`src/rtl/bus_arbiter.sv`:
```
// Round-robin arbiter sharing one busctl port among NREQ requesters, one transfer at a time.
// Define BUS_ARB_LOCK_EN to add the lock port for up to MAX_HOLD back-to-back transfers.
module bus_arbiter #(
  parameter int unsigned NREQ     = 2,
  parameter int unsigned ADDR_W   = 17,
  parameter int unsigned DATA_W   = 8,
  parameter int unsigned MAX_HOLD = 4
) (
  input  logic                     clk,
  input  logic                     reset,
  input  logic [NREQ-1:0]          req,
  input  logic [NREQ-1:0]          we_in,
  input  logic [NREQ*ADDR_W-1:0]   addr_in,
  input  logic [NREQ*DATA_W-1:0]   wdata_in,
`ifdef BUS_ARB_LOCK_EN
  input  logic [NREQ-1:0]          lock,
`endif
  output logic [NREQ-1:0]          gnt,
  output logic [NREQ-1:0]          done,
  output logic [DATA_W-1:0]        rdata,
  output logic                     bus_we,
  output logic [ADDR_W-1:0]        bus_addr,
  output logic [DATA_W-1:0]        bus_wdata,
  input  logic [DATA_W-1:0]        bus_rdata
);

  localparam int unsigned IdxW = (NREQ > 1) ? $clog2(NREQ) : 1;

  if (NREQ < 1 || NREQ > 8 || MAX_HOLD < 1 || MAX_HOLD > 15) begin : g_param_check
    $error("bus_arbiter: parameter out of range");
  end

  typedef enum logic [1:0] {
    StIdle  = 2'd0,
    StIssue = 2'd1,
    StResp  = 2'd2
  } state_e;

  state_e            state_q;
  logic [IdxW-1:0]   ptr_q;
  logic [IdxW-1:0]   w_q;
  logic [IdxW-1:0]   win_idx;
  logic [IdxW-1:0]   cand;
  logic [IdxW-1:0]   sel_idx;
  logic [IdxW-1:0]   ptr_inc;
  logic              win_valid;
  logic [NREQ-1:0]   sel_oh;
  logic              sel_we;
  logic [ADDR_W-1:0] sel_addr;
  logic [DATA_W-1:0] sel_wdata;
  logic              cont;

  // First requesting index at or after ptr, wrapping around.
  always_comb begin
    win_valid = 1'b0;
    win_idx   = '0;
    cand      = '0;
    for (int unsigned i = 0; i < NREQ; i++) begin
      cand = IdxW'((32'(ptr_q) + i) % NREQ);
      if (!win_valid && req[cand]) begin
        win_valid = 1'b1;
        win_idx   = cand;
      end
    end
  end

  // In IDLE the fresh winner is loaded; otherwise the current owner's inputs are used.
  assign sel_idx = (state_q == StIdle) ? win_idx : w_q;

  always_comb begin
    sel_oh    = '0;
    sel_we    = 1'b0;
    sel_addr  = '0;
    sel_wdata = '0;
    for (int unsigned i = 0; i < NREQ; i++) begin
      if (IdxW'(i) == sel_idx) begin
        sel_oh[i] = 1'b1;
        sel_we    = we_in[i];
        sel_addr  = addr_in[i*ADDR_W +: ADDR_W];
        sel_wdata = wdata_in[i*DATA_W +: DATA_W];
      end
    end
  end

  assign ptr_inc = (32'(w_q) + 32'd1 >= NREQ) ? '0 : w_q + IdxW'(1);

  // busctl registers its read data, so it is valid exactly during RESP.
  assign rdata = (state_q == StResp) ? bus_rdata : '0;

`ifdef BUS_ARB_LOCK_EN
  localparam logic [3:0] HoldMax = 4'(MAX_HOLD - 1);
  logic [3:0] hold_q;

  assign cont = req[w_q] & lock[w_q] & (hold_q < HoldMax);

  always_ff @(posedge clk or negedge reset) begin
    if (!reset) begin
      hold_q <= '0;
    end else if (state_q == StResp) begin
      hold_q <= cont ? hold_q + 4'd1 : '0;
    end else if (state_q == StIdle) begin
      hold_q <= '0;
    end
  end
`else
  assign cont = 1'b0;
`endif

  always_ff @(posedge clk or negedge reset) begin
    if (!reset) begin
      state_q   <= StIdle;
      ptr_q     <= '0;
      w_q       <= '0;
      gnt       <= '0;
      done      <= '0;
      bus_we    <= 1'b0;
      bus_addr  <= '0;
      bus_wdata <= '0;
    end else begin
      case (state_q)
        StIdle: begin
          if (win_valid) begin
            state_q   <= StIssue;
            w_q       <= win_idx;
            gnt       <= sel_oh;
            bus_we    <= sel_we;
            bus_addr  <= sel_addr;
            bus_wdata <= sel_wdata;
          end
        end
        StIssue: begin
          state_q <= StResp;
          gnt     <= '0;
          bus_we  <= 1'b0;
          done    <= sel_oh;
        end
        StResp: begin
          done <= '0;
          if (cont) begin
            state_q   <= StIssue;
            gnt       <= sel_oh;
            bus_we    <= sel_we;
            bus_addr  <= sel_addr;
            bus_wdata <= sel_wdata;
          end else begin
            state_q <= StIdle;
            ptr_q   <= ptr_inc;
          end
        end
        default: begin
          state_q <= StIdle;
          gnt     <= '0;
          done    <= '0;
          bus_we  <= 1'b0;
        end
      endcase
    end
  end

endmodule

```
`config.mk`:
```
export PLATFORM = sky130hd
export DESIGN_NAME = bus_arbiter
export DESIGN_NICKNAME = d
export VERILOG_FILES = /design/src/rtl/bus_arbiter.sv
export SDC_FILE = /design/constraint.sdc
export NUM_CORES = 1
export LEC_CHECK = 0
export BUFFER_PORTS_ARGS = -buffer_cell sky130_fd_sc_hd__buf_2
export CORE_MARGIN = 2
export CORE_UTILIZATION = 43
export DETAILED_ROUTE_END_ITERATION = 12
export PLACE_DENSITY_LB_ADDON = 0.1
export SYNTH_ARGS = -nofsm -noshare
export SYNTH_HDL_FRONTEND = slang
export SYNTH_SLANG_ARGS = --single-unit
```
`constraint.sdc`:
```
create_clock -name clk -period 2.1 [get_ports clk]
set_clock_uncertainty 0.1 [all_clocks]
set_input_delay 0.105 -clock clk [delete_from_list [all_inputs] [get_ports clk]]
set_output_delay 0.105 -clock clk [all_outputs]
set_load 0.02 [all_outputs]
```
; After elaboration in Yosys (flattened, before gate mapping)
; Index checks and enable logic that the tools add are counted.
; W data, S select, Z words.
[word_totals]
regBits = 34
input_bits = 64
[op_classes]
add_sub_neg = 3
order_cmp = 3
eq_ne = 3
n_mux = 23
bitwise_logic = 1
n_reduce_logical = 5
[op_table]
columns = op, count
row1 = $mux W17, 1
row2 = $mux W8, 2
row3 = $mux W1, 14
row4 = $pmux W2 S2, 3
row5 = $lt A1 B2 Y1 const B, 2
row6 = $mux W2, 2
row7 = $reduce_and A2 Y1, 2
row8 = $add A1 B1 Y1 const B, 2
row9 = $add A1 B1 Y2 const B, 1
row10 = $eq A2 B1 Y1 const B, 1
row11 = $eq A2 B2 Y1 const B, 1
row12 = $ge A2 B2 Y1 const B, 1
row13 = $logic_not A2 Y1, 1
row14 = $ne A2 B2 Y1 const B, 1
row15 = $pmux W1 S2, 1
row16 = $logic_and A1 B1 Y1, 1
row17 = $logic_not A1 Y1, 1
row18 = $not A1 Y1, 1

; Depth between registers and ports, before layout
[depth]
depth_word = 10
mapped_depth = 6

; Worst setup path after synthesis
; Ideal clock, no wire load.
[synth_path]
path_type = reg-to-reg
start = register state_q[1]
end = register bus_addr[0]
setup_ps = 147
t_arrival_ps = 1260
path_slack_ps = 593
stages_incl_launch_ff = 5
period_less_slack_ps = 1507
path_cell_list = dfrtp_1 > buf_2 > a2111oi_4 > buf_6 > a222oi_1
[synth_via]
elab_chain_cells = 3
elab_cells_between_ends = 4
cone_classes = mux: 2 / reduce/logical: 2
[synth_rtl]
columns = element, line_no
row1 = from (decl), 39  ; state_e state_q;
row2 = from (signal assigned), 111  ; state_q <= StIdle;
row3 = from (signal assigned), 123  ; state_q <= StIssue;
row4 = from (signal assigned), 132  ; state_q <= StResp;
row5 = $logic_not A2 Y1 *, "68, 120"
row6 = $mux W1, 68  ; assign sel_idx = (state_q == StIdle) ? win_idx : w_q;
row7 = $mux W17, 76  ; if (IdxW'(i) == sel_idx) begin
row8 = to (signal assigned), 127  ; bus_addr <= sel_addr;
row9 = to (signal assigned), 143  ; bus_addr <= sel_addr;
row10 = to (decl), 22  ; output logic [ADDR_W-1:0] bus_addr,
; Mark *: on every way between the ends. The rest lies on a longest branch, timed or not.
; A chain may end at the register's enable or synchronous reset.

; Final worst setup path
[layout_path]
start = register state_q[0]
end = register bus_we
[layout_via]
elab_chain_cells = 5
elab_cells_between_ends = 9
cone_classes = eq/ne: 2 / mux: 4 / bitwise: 1 / reduce/logical: 2
[layout_rtl]
columns = element, line_no
row1 = $logic_not A2 Y1, "68, 120"
row2 = $mux W1, 68
row3 = $mux W1, 76
row4 = $mux W1, 122  ; if (win_valid) begin
row5 = $pmux W1 S2, 120  ; case (state_q)
row6 = to (signal assigned), 126  ; bus_we <= sel_we;
row7 = to (signal assigned), 142  ; bus_we <= sel_we;
row8 = to (decl), 21  ; output logic bus_we,
; Several ways; a longest one is shown, not always the timed one. The select of a mux whose other input is x is not followed.

==> summary.txt <==
Layout
  • Layout cell share with drive strength beyond 1: 35.0%
  • Layout area overhead: 67.1%
  • Final Instance Count excl. Fillers: 385
  • Fin util: 76.4%
  • Antenna Diode Count: 0
  • Total Nets Final: 400

Logic synthesis
  • Compound-cell area share of the yosys netlist: 20.2%
  • Largest family of logic cells by synthesized area: buffers and inverters
  • Post-synth EDFFs: 0
  • XOR/XNOR Fraction of Synth Area: 0%
  • Synth Net Count: approximately 250
  • Synthesized area per cell: 9.46 um2
  • Mapped Area: 1710 um2
  • Mapped Cells: around 180
  • Ys Warns: 0
  • Post-synthesis adder-cell area fraction: 0%
  • Sequential fraction of the synthesis area: 49.7%
  • Synth cell types: 24
  • Multiplexer share of the synthesized area: under 10%
  • Share of synthesized flip-flops with an asynchronous set or reset: 100%
  • Synth Area in Simple Gates: 6.50%
  • Synth Register Bits: 34
  • Primary FF master, synth: dfrtp_1

Detailed routing
  • Detailed-route via count: 1824
  • Post-route ant nets: 0
  • Post-DR vias/cell: 4.74
  • Wire per inst: 12.9 um
  • DR pass1 iterations: 8
  • Residual DRC count: 0
  • Drt total wl: 4.97 mm
  • Violation count after the first detailed-routing iteration: 241

Power and ir drop
  • Final total power: 0.00346 W
  • Max IR drop VDD: 587 uV
  • P per Cell Area: 1210 nW/um2
  • Leakage dissipation: 1.68 nW

STA
  • Slew @ Worst Pin: 1.09 ns
  • Final Hold Viols: 0
  • Final slew viol count: 0
  • Slew headroom: 27.0%
  • Max Clk Rate: 502 MHz
  • # setup viols final: 0
  • Setup TNS Final: 0 ns
  • Final worst path period share: 94.8%
  • Final min period: 1.99 ns
  • RSZ-0062 raised after global routing: false

Clock tree
  • TritonCTS clock tree: yes
  • Clock sink total: 34
  • Clk Latency, worst-skew pair: 0.29 ns
  • Clock slew at reported path FFs: ~0.070 ns
  • Number of CTS-inserted buffers: 5
  • CTS Hold Buffers Added: 53
  • Post-CTS Setup Bufs: 0
  • # H-tree levels: 2
  • Post-CTS Resized: 0
  • Clk buf depth: 2
  • CTS root buf: clkbuf_8

Run status
  • Outcome: finished, final reports clean

Floorplan
  • Die Ht: between 60 and 70 um
  • Die width: 67.1 um
  • Core area: 3740 um2
  • DIE AREA: 4500 um2
  • Ports: slightly above 100
  • Initial Util: 45.8%
  • Row count: 22

Job
  • Max-cap viol count: 0

Worst hold path
  • HP Class: in -> reg

Global routing
  • First-pass GRT wire length: 7.63 mm
  • GR Util All Layers: between 20% and 30%
  • Initial antenna violation count: 0
  • Global route total overflow: 0
  • Vias in the first global route: 1701
  • Largest net degree at the start of global routing: 35

Setup path
  • Critical Path Max Stage Delay: 0.53 ns
  • Critical path type: reg -> reg
  • CP arrival: 2.11 ns
  • Critical path required time: 2.22 ns
  • Slowest CP cell: dlygate4sd3_1
  • Worst Path Max Fanout: 12
  • Startpoint types: register
  • Worst path cell trace: a2111oi_4 > buf_4 > a221o_1 > dlygate4sd3_1
  • CP Capture Type: register

Place
  • # placed instances: 324
  • IO buf count: 101
  • Final Wtd Congestion: 0.744
  • DP Wirelength: 2.90 mm
==> sequential cells by signal, summed over array words and instances (netlist names) <==
register and cells:
gnt 2, state_q 2, done 2, bus_addr 17
bus_we 1, bus_wdata 8, ptr_q 1, w_q 1
==> cells in the mapped netlist, types with 2 or more instances <==
cell | instances | area share (%)
inv_1 | 77 | 17
dfrtp_1 | 34 | 50
a222oi_1 | 25 | 15
and2_1 | 8 | 2.9
buf_6 | 6 | 3.9
nor2_1 | 5 | 1.1
a21oi_1 | 4 | 1.2
nor2b_1 | 3 | 1.1
clkbuf_1 | 2 | 0.44
inv_2 | 2 | 0.44
mux2i_1 | 2 | 1.2
==> per-layer routing <==
metal	vias to the layer above	share of wire [%]	wire length, um	global-route usage [%]
li1	892	-	-	-
met1	829	39	1940	26.7
met2	97	51	2540	41.6
met3	6	8.8	438	7.77
met4	0	1.0	52	6.12
met5	-	0	0	0
==> cell usage in the layout, fill, tap and decap left out, drive strengths merged <==
cell	n
a21oi	4
a22oi	1
mux2i	2
and2	8
nand2	1
clkbuf	8
a2111oi	1
buf	105
o21bai	1
dlygate4sd3	53
inv	79
o21ai	2
nor2	6
and3	1
nand3b	1
a222oi	25
a221o	1
nor2b	3
dfrtp	34
o211a	1
==> where the power goes <==
part / total, W / internal [W] / switching (W)
clock: 0.000556 / 0.000331 / 0.000225
combinational: 0.00170 / 0.000708 / 0.000990
sequential: 0.00121 / 0.000977 / 0.000230
==> kinds of logic (layout without fill, tap and decap cells) <==
kind of cell,count (synthesis),count (layout)
buf+inv,89,245
compound gates,36,36
flops,34,34
simple gates,20,20
mux,2,2
==> worst max-delay path, delay by kind of cell (launching register included) <==
kind / cells / cell delay [ns]
compound gates: 2 / 0.55
flops: 1 / 0.49
buf+inv: 2 / 0.78
==> area by class of cell <==
| type | instances | area (um2) |
|---|---|---|
| clock buffers | 8 | 110 |
| fillers | 260 | 882 |
| inverters | 79 | 297 |
| multi-input cells | 58 | 478 |
| flip-flops and latches | 34 | 851 |
| well taps | 48 | 60.1 |
| repair buffers | 158 | 1070 |
==> stage by stage <==
stage	setup WS, ns	cell area, um2	hold WS, ns
global placement	0.487	2220	0.114
finish	0.108	2860	0.0571
detailed placement	0.432	2220	0.116
global route	0.0112	2860	0.0636
floorplan	0.593	1710	-0.291
CTS	0.0860	2860	0.0468
==> path summary, 6_finish.rpt <==
path                            startpoint           to  slack (ns)  cells after the start
min in group asynchronous            reset  bus_addr[8]        0.32                      2
max in group asynchronous            reset       bus_we        1.11                      2
worst min-delay path                req[0]       gnt[0]        0.06                      3
worst max register to register  state_q[0]       bus_we        0.11                      4
worst max-delay path            state_q[0]       bus_we        0.11                      4
worst min register to register     done[0]      done[0]        0.43                      2
Power figures use the tool's default switching activity.
